<file path="src/rtl/led_pattern_seq.sv">
// led_pattern_seq: tick-stepped LED pattern sequencer (off / toggle / SOS / heartbeat).
// Define LED_PATTERN_SEQ_PWM_EN to add brightness PWM gating of the LED.
module led_pattern_seq #(
  parameter logic [31:0] SOS_PAT = 32'hA8EE_E2A0,
  parameter logic [31:0] HB_PAT  = 32'hA000_A000
) (
  input  logic       clk,
  input  logic       rst,
  input  logic       tick_in,
  input  logic [1:0] mode,
  input  logic [3:0] brightness,
  output logic       led,
  output logic       tick_out
);
  logic       s1_q, s2_q, s3_q;
  logic       tick_q, tick_d;
  logic [4:0] step_q, step_d;
  logic [1:0] mode_q;
  logic       led_q, led_d;
  logic       pat;
  logic [4:0] idx;
`ifdef LED_PATTERN_SEQ_PWM_EN
  logic [3:0] pwm_q, pwm_d;
`else
  logic       unused_brightness;
  assign unused_brightness = ^brightness;
`endif
  always_comb begin
    tick_d = s2_q & ~s3_q;
    step_d = (mode != mode_q) ? 5'd0 : step_q + {4'd0, tick_d};
    idx    = 5'd31 - step_q;
    pat    = (mode_q == 2'd0) ? 1'b0 :
             (mode_q == 2'd1) ? step_q[0] :
             (mode_q == 2'd2) ? SOS_PAT[idx] : HB_PAT[idx];
`ifdef LED_PATTERN_SEQ_PWM_EN
    pwm_d  = pwm_q + 4'd1;
    led_d  = pat & ((pwm_q < brightness) | (brightness == 4'hF));
`else
    led_d  = pat;
`endif
  end
  always_ff @(posedge clk or negedge rst) begin
    if (!rst) begin
      s1_q   <= 1'b0;
      s2_q   <= 1'b0;
      s3_q   <= 1'b0;
      tick_q <= 1'b0;
      step_q <= 5'd0;
      mode_q <= 2'd0;
      led_q  <= 1'b0;
`ifdef LED_PATTERN_SEQ_PWM_EN
      pwm_q  <= 4'd0;
`endif
    end else begin
      s1_q   <= tick_in;
      s2_q   <= s1_q;
      s3_q   <= s2_q;
      tick_q <= tick_d;
      step_q <= step_d;
      mode_q <= mode;
      led_q  <= led_d;
`ifdef LED_PATTERN_SEQ_PWM_EN
      pwm_q  <= pwm_d;
`endif
    end
  end
  assign led      = led_q;
  assign tick_out = tick_q;
endmodule

</file>
<file path="config.mk">
export PLATFORM = sky130hd
export DESIGN_NAME = led_pattern_seq
export DESIGN_NICKNAME = d
export VERILOG_FILES = /design/src/rtl/led_pattern_seq.sv
export SDC_FILE = /design/constraint.sdc
export NUM_CORES = 1
export LEC_CHECK = 0
export ABC_AREA = 1
export BUFFER_PORTS_ARGS = -buffer_cell sky130_fd_sc_hd__buf_2
export CORE_AREA = 4 4 41 43
export CTS_BUF_LIST = sky130_fd_sc_hd__clkbuf_8
export DETAILED_ROUTE_END_ITERATION = 6
export DIE_AREA = 0 0 45 47
export MAX_ROUTING_LAYER = met4
export SLEW_MARGIN = 30
export SYNTH_ARGS = -nofsm -noshare
export SYNTH_HDL_FRONTEND = slang
export SYNTH_SLANG_ARGS = --single-unit
</file>
<file path="constraint.sdc">
create_clock -name clk -period 1.2 [get_ports clk]
set_input_delay 0.12 -clock clk [delete_from_list [all_inputs] [get_ports clk]]
set_output_delay 0.12 -clock clk [all_outputs]
set_load 0.1 [all_outputs]
</file>
==> results.py <==
metrics = {
    "global_route": {
        "grt_max_degree": 13,
        "antenna_found_initial": 0,
        "grt_pass1_wl_mm": 1.55,
        "track_usage_pct": 12.0,
        "grt_pass1_vias": 369,
        "globalRouteOverflowTotal": 0,
    },
    "placed_design": {
        "post-place-ws_ns": -0.0424,
        "portBuffers": 6,
        "gp_congestion": 0.712,
        "dp_hpwl_um": 590,
    },
    "synth": {
        "synth.ff_latch_count": 12,
        "yosysWarnings": 0,
        "postSynthCellCount": 61,
        "syn_nets": 72,
        "avgSynthCellArea_um2": 8.96,
        "yosys.cell_types.count": 17,
        "yosysSeqAreaShare_pct": 54.9,
        "synth_area_um2": 547,
    },
    "worst_setup_path": {
        "path_buf_inv": 1,
        "critical_path_arrival_ns": 1.32,
        "cp_top_family": "adder cells",
        "cpMaxStageDelayCell": "dfrtp_1",
        "path_max_fanout": 3,
        "start_kind": "flip-flop",
        "path_class": "flip-flop to flip-flop",
        "slowest_delay_ns": 0.33,
        "required_ns": 1.33,
        "worstPathCellList": "inv_1, nor2_2, ha_2, ha_4, nand3_2, nand2_1, a21oi_1",
        "crit_path_end_kind": "flip-flop",
    },
    "power": {
        "power_density_nw_per_um2": 1350,
        "ir_drop_v": 0.000737,
        "p_total_uw": 969,
        "p_leak_uw": 0.000350,
    },
    "floorplanning": {
        "die_area_um2": 2120,
        "core_area_um2": 1300,
        "initial_core_util_pct": 42.0,
        "io_pins": 11,
        "die_y_um": 47,
        "fp-row-count": 13,
        "die_w_um": 45,
    },
    "clock_tree": {
        "insertion_delay_ns": 0.24,
        "clockRootBuffer": "clkbuf_8",
        "htreeDepth": 1,
        "cts_tree": "yes",
        "cts.sinks": 12,
        "cts_setup_buffers": 0,
        "path_clk_slew_ns": 0.05,
        "cts_made_buffers": 3,
        "clock_path_buffers": 2,
    },
    "drt": {
        "vias": 403,
        "wirelength_um": 853,
        "drc_errors": 0,
        "drtIter0Drc": 3,
        "first_pass_iters": 2,
        "ant_nets": 0,
        "via_per_inst": 4.48,
        "wl_per_cell_um": 9.48,
    },
    "timing": {
        "tightest_slew_ns": 0.484,
        "rsz0062_at_grt": "yes",
        "fmax_ghz": 0.836,
        "finClkSkew_ns": 0.00109,
        "min_period_ns": 1.20,
        "relSlewSlack_pct": 67.9,
        "finalSetupViolations": 0,
        "slew_violations": 0,
        "final.setup.tns_ns": 0,
        "final-hold-violation-count": 0,
        "period_share_pct": 99.7,
        "final.setup.worst_slack_ns": 0.00406,
    },
    "flow_run": {
        "maxCapViolCount": 0,
    },
    "layout": {
        "finalNetCount": 87,
        "diodes": 0,
        "layout_common_cells": "nand2_1, dfrtp_1, inv_1, nor2_1, buf_2",
        "drive_gt1_share_pct": 25.3,
        "final_common_cell": "nand2_1",
        "syn_to_final_growth_pct": 31.4,
    },
    "status": {
        "status": "complete, no violations",
    },
    "worst_hold_path": {
        "hold_path_class": "primary input to async pin",
    },
}
==> sequential cells by signal, summed over array words and instances, names as in the netlist <==
name,cells
led,1
s1_q,1
s3_q,1
tick_out,1
s2_q,1
mode_q,2
step_q,5
==> Yosys cell counts (all sizes together) <==
master | number | area (µm²)
nand2 | 13 | 48.8
dfrtp | 12 | 300
inv | 12 | 45.0
nor2 | 8 | 37.5
nand3 | 4 | 25.0
a21oi | 3 | 15.0
ha | 2 | 25.0
a31oi | 1 | 6.26
buf | 1 | 7.51
nand2b | 1 | 6.26
nand4 | 1 | 6.26
or2 | 1 | 6.26
xnor2 | 1 | 8.76
xor2 | 1 | 8.76
==> where the power goes <==
| group | total, µW | leakage [µW] | internal, µW | switching (µW) |
|---|---|---|---|---|
| Combinational | 100 | 0.000169 | 32.5 | 67.9 |
| Sequential | 427 | 0.000153 | 420 | 7.29 |
| Clock | 441 | 0.0000288 | 290 | 151 |
==> metal layers <==
metal | global-route usage, % | up-vias | routed length, µm
li1 | - | 214 | -
met1 | 13.9 | 177 | 393
met2 | 14.1 | 7 | 373
met3 | 4.60 | 5 | 42
met4 | 14.0 | 0 | 44
met5 | - | - | 0
==> kinds of logic (layout without fill, tap and decap cells) <==
family	after synthesis	count (layout)	share of synthesized area (%)
compound gates	4	4	3.89
xor+xnor	2	2	3.20
fa+ha+maj	2	2	4.58
buf+inv	13	27	9.61
flops	12	12	54.9
simple gates	28	28	23.8
==> repair_timing <==
action	4_1_cts	5_1_grt
hold buffers	4	0
pin swaps	0	5
cloned	0	0
endpoints found under the hold margin	15	0
gates resized for setup	4	2
setup endpoints to repair	2	3
==> stage by stage <==
| step | area (µm²) | instances | utilization [%] | hold slack, ns |
|---|---|---|---|---|
| global placement | 596 | 82 | 45.8 | 0.0114 |
| global route | 718 | 90 | 55.2 | 0.298 |
| finish | 718 | 90 | 55.2 | 0.275 |
| detailed placement | 596 | 82 | 45.8 | 0.0122 |
| CTS | 708 | 90 | 54.4 | 0.288 |
| floorplan | 547 | 61 | - | -0.176 |
==> layout make-up <==
cell class                 instances  area [µm²]
fill                             122         583
sequential                        12         300
multi-input combinational         36         221
timing repair buffer              11        77.6
clock buffer                       4        55.1
inverter                          12        45.0
tap                               15        18.8
==> final timing paths <==
kind                            startpoint   endpoint  slack, ns  depth (start not counted)
worst max register to register        s2_q  step_q[4]      0.004                          7
max in group asynchronous              rst  mode_q[0]       0.72                          2
worst min register to register        s1_q       s2_q       0.35                          0
worst max-delay path                  s2_q  step_q[4]      0.004                          7
worst min-delay path                   rst  step_q[2]       0.28                          2
min in group clk                      s1_q       s2_q       0.35                          0
(Power assumes the default switching activity.)
